## config.mk

```make
export PLATFORM = sky130hd
export DESIGN_NAME = adder_pool_scheduler
export DESIGN_NICKNAME = d
export VERILOG_FILES = /design/src/rtl/adder_sched_pkg.sv /design/src/rtl/adder_sched_fifo.sv /design/src/rtl/adder_pool_scheduler.sv
export SDC_FILE = /design/constraint.sdc
export NUM_CORES = 1
export LEC_CHECK = 0
export ABC_AREA = 1
export CORE_AREA = 2 2 281 283
export DETAILED_ROUTE_END_ITERATION = 8
export DIE_AREA = 0 0 283 285
export GPL_TIMING_DRIVEN = 0
export SYNTH_ARGS = -nofsm -noshare
export SYNTH_HDL_FRONTEND = slang
export SYNTH_SLANG_ARGS = --single-unit
```

## constraint.sdc

```tcl
create_clock -name ap_clk -period 6.1 [get_ports ap_clk]
set_input_delay 1.22 -clock ap_clk [delete_from_list [all_inputs] [get_ports ap_clk]]
set_output_delay 1.22 -clock ap_clk [all_outputs]
set_load 0.1 [all_outputs]
```

## src/rtl/adder_sched_pkg.sv

```systemverilog
// Shared types for the adder pool scheduler: FSM state encoding and the
// {valid, id} tag that rides alongside each in-flight adder operation.
package adder_sched_pkg;

    localparam int TAG_ID_W = 8;

    typedef enum logic [1:0] {
        IDLE  = 2'd0,
        RUN   = 2'd1,
        DRAIN = 2'd2
    } state_t;

    typedef struct packed {
        logic                valid;
        logic [TAG_ID_W-1:0] id;
    } tag_t;

endpackage

```

## src/rtl/adder_sched_fifo.sv

```systemverilog
// Synchronous first-word-fall-through FIFO of {id, data} with a registered
// head entry and an occupancy count used for credit accounting.
module adder_sched_fifo #(
    parameter int DEPTH  = 8,
    parameter int ID_W   = 2,
    parameter int DATA_W = 32
) (
    input  logic                   i_clk,
    input  logic                   i_rst,
    input  logic                   i_push,
    input  logic [ID_W-1:0]        i_id,
    input  logic [DATA_W-1:0]      i_data,
    input  logic                   i_pop_ready,
    output logic                   o_valid,
    output logic [ID_W-1:0]        o_id,
    output logic [DATA_W-1:0]      o_data,
    output logic [$clog2(DEPTH):0] o_count
);
    localparam int PTR_W = $clog2(DEPTH);
    localparam int ENT_W = ID_W + DATA_W;

    logic [ENT_W-1:0] r_mem [DEPTH];
    logic [PTR_W-1:0] r_wr, r_rd;
    logic [PTR_W:0]   r_count;
    logic             r_valid;
    logic [ENT_W-1:0] r_head;

    logic             w_pop;
    logic [PTR_W-1:0] w_rd_nxt;
    logic [PTR_W:0]   w_cnt_left, w_cnt_nxt;
    logic [ENT_W-1:0] w_wdata;

    assign w_wdata    = {i_id, i_data};
    assign w_pop      = r_valid & i_pop_ready;
    assign w_rd_nxt   = r_rd + PTR_W'(w_pop);
    assign w_cnt_left = r_count - (PTR_W+1)'(w_pop);
    assign w_cnt_nxt  = w_cnt_left + (PTR_W+1)'(i_push);

    // Head register tracks the next-state head: the incoming word bypasses
    // the array when nothing older remains after this cycle's pop.
    always_ff @(posedge i_clk) begin
        if (i_rst) begin
            r_wr    <= '0;
            r_rd    <= '0;
            r_count <= '0;
            r_valid <= 1'b0;
            r_head  <= '0;
        end else begin
            if (i_push) r_wr <= r_wr + 1'b1;
            r_rd    <= w_rd_nxt;
            r_count <= w_cnt_nxt;
            r_valid <= (w_cnt_nxt != '0);
            if (i_push && w_cnt_left == '0) r_head <= w_wdata;
            else if (w_cnt_left != '0)      r_head <= r_mem[w_rd_nxt];
        end
    end

    always_ff @(posedge i_clk) begin
        if (i_push) r_mem[r_wr] <= w_wdata;
    end

    assign o_valid = r_valid;
    assign o_id    = r_head[ENT_W-1:DATA_W];
    assign o_data  = r_head[DATA_W-1:0];
    assign o_count = r_count;

endmodule

```

## src/rtl/adder_pool_scheduler.sv

```systemverilog
// Round-robin scheduler sharing one fixed-latency four-operand adder among
// NUM_REQ requesters. Define ADDER_SCHED_STATS_EN for issue/stall counters.
module adder_pool_scheduler
    import adder_sched_pkg::*;
#(
    parameter int NUM_REQ    = 4,
    parameter int DATA_WIDTH = 32,
    parameter int LATENCY    = 4,
    parameter int FIFO_DEPTH = 8
) (
    input  logic                          ap_clk,
    input  logic                          ap_rst,
    input  logic                          ap_start,
    output logic                          ap_done,
    output logic                          ap_idle,
    input  logic [NUM_REQ-1:0]            req_valid,
    output logic [NUM_REQ-1:0]            req_ready,
    input  logic [NUM_REQ*DATA_WIDTH-1:0] req_a,
    input  logic [NUM_REQ*DATA_WIDTH-1:0] req_b,
    input  logic [NUM_REQ*DATA_WIDTH-1:0] req_c,
    input  logic [NUM_REQ*DATA_WIDTH-1:0] req_d,
    output logic                          dp_start,
    output logic [DATA_WIDTH-1:0]         dp_a,
    output logic [DATA_WIDTH-1:0]         dp_b,
    output logic [DATA_WIDTH-1:0]         dp_c,
    output logic [DATA_WIDTH-1:0]         dp_d,
    input  logic [DATA_WIDTH-1:0]         dp_result,
    output logic                          rsp_valid,
    input  logic                          rsp_ready,
    output logic [$clog2(NUM_REQ)-1:0]    rsp_id,
    output logic [DATA_WIDTH-1:0]         rsp_data
`ifdef ADDER_SCHED_STATS_EN
    ,
    output logic [31:0]                   stat_issued,
    output logic [31:0]                   stat_stalled
`endif
);
    localparam int ID_W  = $clog2(NUM_REQ);
    localparam int CNT_W = $clog2(FIFO_DEPTH) + 1;

    state_t                r_state;
    logic                  r_done, r_idle;
    logic [ID_W-1:0]       r_last;
    logic [CNT_W-1:0]      r_inflight;
    logic                  r_iss_vld;
    logic [ID_W-1:0]       r_iss_id;
    logic [DATA_WIDTH-1:0] r_a, r_b, r_c, r_d;
    tag_t                  r_tag [LATENCY];

    logic [CNT_W-1:0]      w_fifo_count;
    logic                  w_credit, w_run, w_gnt, w_push;
    logic [ID_W-1:0]       w_gnt_id;
    tag_t                  w_tail;

    // Credit is deliberately blind to a same-cycle pop.
    assign w_credit = ({1'b0, r_inflight} + {1'b0, w_fifo_count}) < (CNT_W+1)'(FIFO_DEPTH);
    assign w_run    = (r_state == RUN) && ap_start && w_credit;

    // Scan from lowest to highest priority so the last hit is the winner.
    always_comb begin
        w_gnt    = 1'b0;
        w_gnt_id = '0;
        for (int k = NUM_REQ; k >= 1; k--) begin
            if (w_run && req_valid[(int'(r_last) + k) % NUM_REQ]) begin
                w_gnt    = 1'b1;
                w_gnt_id = ID_W'((int'(r_last) + k) % NUM_REQ);
            end
        end
    end

    assign req_ready = w_gnt ? (NUM_REQ'(1) << w_gnt_id) : '0;

    always_ff @(posedge ap_clk) begin
        if (ap_rst) begin
            r_iss_vld <= 1'b0;
            r_iss_id  <= '0;
            r_a       <= '0;
            r_b       <= '0;
            r_c       <= '0;
            r_d       <= '0;
            r_last    <= ID_W'(NUM_REQ - 1);
        end else begin
            r_iss_vld <= w_gnt;
            if (w_gnt) begin
                r_iss_id <= w_gnt_id;
                r_a      <= req_a[int'(w_gnt_id)*DATA_WIDTH +: DATA_WIDTH];
                r_b      <= req_b[int'(w_gnt_id)*DATA_WIDTH +: DATA_WIDTH];
                r_c      <= req_c[int'(w_gnt_id)*DATA_WIDTH +: DATA_WIDTH];
                r_d      <= req_d[int'(w_gnt_id)*DATA_WIDTH +: DATA_WIDTH];
                r_last   <= w_gnt_id;
            end
        end
    end

    // Tag tail lines up with dp_result LATENCY cycles after dp_start.
    always_ff @(posedge ap_clk) begin
        if (ap_rst) begin
            for (int k = 0; k < LATENCY; k++) r_tag[k] <= '0;
        end else begin
            r_tag[0] <= tag_t'{valid: r_iss_vld, id: TAG_ID_W'(r_iss_id)};
            for (int k = 1; k < LATENCY; k++) r_tag[k] <= r_tag[k-1];
        end
    end

    assign w_tail = r_tag[LATENCY-1];
    assign w_push = w_tail.valid;

    always_ff @(posedge ap_clk) begin
        if (ap_rst)                r_inflight <= '0;
        else if (w_gnt && !w_push) r_inflight <= r_inflight + 1'b1;
        else if (!w_gnt && w_push) r_inflight <= r_inflight - 1'b1;
    end

    always_ff @(posedge ap_clk) begin
        if (ap_rst) begin
            r_state <= IDLE;
            r_done  <= 1'b0;
            r_idle  <= 1'b1;
        end else begin
            r_done <= 1'b0;
            case (r_state)
                IDLE: if (ap_start) begin
                    r_state <= RUN;
                    r_idle  <= 1'b0;
                end
                RUN: if (!ap_start) r_state <= DRAIN;
                DRAIN: begin
                    if (ap_start) begin
                        r_state <= RUN;
                    end else if (r_inflight == '0 && w_fifo_count == '0) begin
                        r_state <= IDLE;
                        r_done  <= 1'b1;
                        r_idle  <= 1'b1;
                    end
                end
                default: r_state <= IDLE;
            endcase
        end
    end

    adder_sched_fifo #(
        .DEPTH  (FIFO_DEPTH),
        .ID_W   (ID_W),
        .DATA_W (DATA_WIDTH)
    ) u_fifo (
        .i_clk       (ap_clk),
        .i_rst       (ap_rst),
        .i_push      (w_push),
        .i_id        (w_tail.id[ID_W-1:0]),
        .i_data      (dp_result),
        .i_pop_ready (rsp_ready),
        .o_valid     (rsp_valid),
        .o_id        (rsp_id),
        .o_data      (rsp_data),
        .o_count     (w_fifo_count)
    );

    assign ap_done  = r_done;
    assign ap_idle  = r_idle;
    assign dp_start = r_iss_vld;
    assign dp_a     = r_a;
    assign dp_b     = r_b;
    assign dp_c     = r_c;
    assign dp_d     = r_d;

`ifdef ADDER_SCHED_STATS_EN
    logic [31:0] r_issued, r_stalled;

    always_ff @(posedge ap_clk) begin
        if (ap_rst) begin
            r_issued  <= '0;
            r_stalled <= '0;
        end else begin
            if (w_gnt && !(&r_issued)) r_issued <= r_issued + 1'b1;
            if ((r_state == RUN) && ap_start && (|req_valid) && !w_credit && !(&r_stalled))
                r_stalled <= r_stalled + 1'b1;
        end
    end

    assign stat_issued  = r_issued;
    assign stat_stalled = r_stalled;
`endif

endmodule

```

# Yosys cells after proc, flatten, opt, wreduce, memory -nomap -nowiden
# Memories as Yosys holds them, arrays and structs flattened.
# Index checks and enable logic that the tools add are counted.
# totals
regBits	186
ram_bits	308
input_bits	552
output_inout_bits	170
elab_cells	128
mem_count	2
# op_classes
addsub	11
magnitude_cmp	5
n_eq_ne	7
shifts	5
mux	44
bitwise	10
n_reduce_logical	28
# memory_table
memory	depth	word_bits	read_ports	rd_clocked_by_memory_dff	wr	line_no	rtl
u_fifo.r_mem	8	34	1	0	1	adder_sched_fifo.sv:22	logic [ENT_W-1:0] r_mem [DEPTH];
r_tag	4	9	4	0	4	adder_pool_scheduler.sv:48	tag_t r_tag [LATENCY];
# ops
operator	n
$shiftx A128 B8 Y32	4
$mux W34	2
$mux W9	4
$mux W1	21
$lt A3 B4 Y1 const B	4
$mux W2	8
$logic_not A4 Y1	3
$mux W4	3
$logic_and A1 B1 Y1	10
$bmux W1 S2	4
$ne A2 B2 Y1 const B	4
$reduce_bool A4 Y1	2
$reduce_or A2 Y1	4
$pmux W2 S3	1
$reduce_bool A2 Y1	3
$add A4 B4 Y5	1
$lt A5 B4 Y1 const B	1
$add A2 B1 Y2 const B	2
$add A2 B2 Y2 const B	2
$add A4 B1 Y4	1
$add A4 B1 Y4 const B	1
$and A1 B1 Y1 const A	4
$or A1 B1 Y1	4
$reduce_and A4 Y1	1
other kinds (15)	16

# Longest topological paths before layout
# logic_depth
word_depth	15
ltp_mapped	19
mapped_depth_nobuf	17

# By module
# A second synthesis with hierarchy kept.
# unflattened
hier_cells	3167
hier_area_um2	24220.7
# modules_own_cells
module	n_inst	cells_per_inst	area_each_um2	seq_area_each_um2
adder_sched_fifo	1	1293	13346.6	9068.7
adder_pool_scheduler	1	1874	10874.2	3062.9

# Worst setup path after synthesis
# No wires, ideal clock.
# synth_path
kind	input port to output port
startpoint	input port ap_start
endpoint	output port req_ready[2]
arrival_ns	3.593
required_time_ns	4.880
path_slack_ns	1.287
path_stages	14
n_path_buf	2
cell_sequence	inv_2 nor2_1 nand2_1 nor2_2 nand2_2 nor2_1 nand3_1 nand2_1 nand2_1 nand2_1 nand2_2 buf_2 buf_2 nor2_1
# synth_via
elab_chain_cells	9
word_cells_on_any_way	16
classes_between	1 x shift; 9 x mux; 6 x reduce/logical
# synth_lines
item	line_no	rtl
start: declaration	adder_pool_scheduler.sv:13	input logic ap_start,
$logic_and A1 B1 Y1 * (2 in series)	adder_pool_scheduler.sv:57	assign w_run = (r_state == RUN) && ap_start && w_credit;
$logic_and A1 B1 Y1	adder_pool_scheduler.sv:64	if (w_run && req_valid[(int'(r_last) + k) % NUM_REQ]) begin
$mux W2 (4 in series)	adder_pool_scheduler.sv:64	
$shl A1 B2 Y4	adder_pool_scheduler.sv:71	assign req_ready = w_gnt ? (NUM_REQ'(1) << w_gnt_id) : '0;
$mux W4 *	adder_pool_scheduler.sv:71	
end: declaration	adder_pool_scheduler.sv:17	output logic [NUM_REQ-1:0] req_ready,
# Mark *: on every way between the ends. The rest lies on a longest branch, timed or not.

# Final worst setup path
# layout_path
startpoint	input port ap_start
endpoint	output port req_ready[0]
# The elaborated chain is that of the path after synthesis.

==> out/results.ini <==
[global_route]
first_global_vias = 22400
grt_pass1_wl_um = 160000
antenna_found_initial = 32
overflow = 0
grt_max_degree = 25
grtUsageTotal_pct = 27.5

[pwr]
p_per_area_nw_per_um2 = 363
p_leak_nw = 14.1
finalPower_mw = 12.3
vdd_drop_max_v = 0.000250

[synthesis]
synth_edf_count = 272
synthCells = 2898
synthArstFlopShare_pct = 0
yosys_warnings = 0
synth_top_area_share_pct = 35.3
ys_seq_area_share_pct = 52.4
synth_top_cell_by_area = edfxtp_1
synthesis.area_um2 = 23100
synth_seq_cells = 470
synth_nets = 3464
avgSynthCellArea_um2 = 7.99
ys_types = 41
synth.area.top_cells = edfxtp_1, nand2_1, dfxtp_1
synth-main-ff-cell = edfxtp_1
yosys-top-cells-count = nand2_1, nand3_1, edfxtp_1
synth.most_common_cell = nand2_1

[placement]
dp_hpwl_um = 89200
dpl_worst_slack_ns = 0.194
io_buffer_count = 721
place_area_um2 = 31900
gp_congestion = 0.952

[sta]
fin_tns_setup_ns = 0
finalClockSkew_ns = 0.0494
fmax_ghz = 0.174
min_period_over_period_pct = 94.3
setup_viol = 0
slew_headroom_pct = 14.1
final_hold_viol_count = 0
maxSlewViolCount = 0
worst_slack_ns = 0.350
fin_crit_ns = 5.75
rsz0062_at_grt = false
tightest_slew_ns = 1.28

[run_status]
outcome = finished clean

[routing]
wire_per_inst_um = 23.9
routed_wl_um = 115000
first_pass_iters = 5
via_per_inst = 4.82
drt_iter0_markers = 1900
routed-via-count = 23100
drc_errors = 0
detail-route-antenna-nets = 0

[hold_path]
hold_path.class = register to register

[layout]
fin_util_pct = 43.5
finalNetCount = 4248
syn2layout_area_growth_pct = 46.5
design_area_um2 = 33900
drive_above_1_share_pct = 6.87
nFillCells = 7899

[setup_path]
cp_data_required_time_ns = 4.88
arrival_ns = 4.53
critPathLaunchType = input port
cp_max_fo = 10
slowest_delay_ns = 1.16
crit_slowest_cell = clkdlybuf4s50_1
critical_path_class = input port to output pin
path_common_cell = nor2_2
cp-end-kind = output pin
crit_chain = clkdlybuf4s50_1, inv_2, nor2_1, nand2_1, nor2_2, nand2_2, nor2_2, nor2_2, nand2_4, nand2_2, inv_2, buf_2, nand2_1, nor2_1, clkdlybuf4s50_1

[die]
initial_utilization_pct = 29.7
rows = 103
core_um2 = 78000
die_x_um = 283
ios = 722
die_y_um = 285
fp.dieArea_um2 = 80700

[clocking]
worstSkewPairLatency_ns = 0.63
clkSlewWorstSetupHoldPaths_ns = 0.06
cts_buffer_depth = 3
clock-sinks = 470
tritoncts = done
cts_setup_buffers = 0
numCtsBuffers = 53
ctsHtreeMaxLevel = 2
cts-root-buf = clkbuf_16
post_cts_resized = 0
hold_buffers = 0

[flow_run]
drv_cap = 0

## cell type report
| type | count | area, um2 | share of cell area, % |
|---|---|---|---|
| plain buffers | 195 | 993 | 2.93 |
| clock buffers | 68 | 1430 | 4.23 |
| repair buffers | 729 | 7380 | 21.8 |
| diodes | 23 | 57.6 | 0.170 |
| well taps | 1050 | 1310 | 3.87 |
| inverters | 201 | 759 | 2.24 |
| multi-input cells | 2032 | 9320 | 27.5 |
| flip-flops and latches | 470 | 12100 | 35.8 |
| clock inverters | 31 | 513 | 1.51 |
## cells in the final DEF (no fill, tap or decap), types with 3 or more instances in the layout
master           synthesis  final
a21oi_1                  8      8
buf_1                    9      9
buf_12                   0      8
buf_2                   83     83
buf_4                   36     36
buf_6                    3      3
bufinv_16                0     11
clkbuf_1                64     74
clkbuf_16                0     53
clkbuf_8                 0      5
clkdlybuf4s50_1          0    719
clkinv_1                 1      3
clkinv_2                 0      7
dfxtp_1                198    198
diode_2                  0     23
edfxtp_1               272    272
ha_1                    13     13
inv_1                  189    189
inv_2                   10     10
inv_6                    1      3
nand2_1               1097   1097
nand2_2                  7      7
nand3_1                318    318
nand3b_1               118    118
nor2_1                 200    192
nor2_2                   7      7
nor2_4                   1      9
o211ai_1                11     11
o21a_1                  10     10
o21ai_0                148    148
o21ai_1                  6      6
o221ai_1                30     30
o22ai_1                 38     38
xor2_1                   4      4
## power by group
group | internal [mW] | switching (mW) | leakage (nW)
Clock | 2.15 | 1.41 | 0.937
Sequential | 3.58 | 0.138 | 4.06
Combinational | 1.43 | 3.62 | 9.14
Total | 7.15 | 5.17 | 14.1
## registers in the layout (all words and copies together) (netlist names), 4 cells and up
name / cells
r_tag: 12
u_fifo.r_head: 34
r_inflight: 4
u_fifo.o_count: 4
dp_b: 32
dp_a: 32
dp_c: 32
u_fifo.r_mem: 272
dp_d: 32
## worst paths after layout
check                 end  slack [ns]  cells after the start          start
max reg2reg      dp_d[16]        2.76                     15  r_inflight[3]
min reg2reg   r_tag[1][1]        0.40                      2    r_tag[0][1]
min           r_tag[1][1]        0.40                      2    r_tag[0][1]
max          req_ready[0]        0.35                     15       ap_start
## metal layers
metal	GRT usage, %	vias up	share of wire, %
li1	-	11100	-
met4	10.3	0	4.2
met3	5.54	176	6.8
met1	32.9	11000	39
met2	48.5	865	50
met5	0	-	0
## worst max-delay path: cells and delay by family
kind | cells | cell delay (ns)
simple gates | 10 | 1.19
buf+inv | 5 | 2.11
## cells by family (layout without fill, tap and decap cells)
| group | Yosys count | after routing | synth area share, % |
|---|---|---|---|
| XOR/XNOR | 7 | 7 | 0.297 |
| AND/OR/NAND/NOR | 1754 | 1754 | 32.4 |
| buffers and inverters | 396 | 1224 | 7.57 |
| adder cells (fa/ha/maj) | 14 | 14 | 0.789 |
| other | 0 | 23 | 0 |
| flip-flops | 470 | 470 | 52.4 |
| AO/OA/AOI/OAI | 257 | 257 | 6.56 |
## stage by stage
stage                     cells  hold WS (ns)
after detailed placement   4677         0.393
after CTS                  4776         0.402
final                      4799         0.401
after global routing       4795         0.411
after global placement     4669         0.392
after floorplan            2898         0.388
Power figures use the tool's default switching activity.
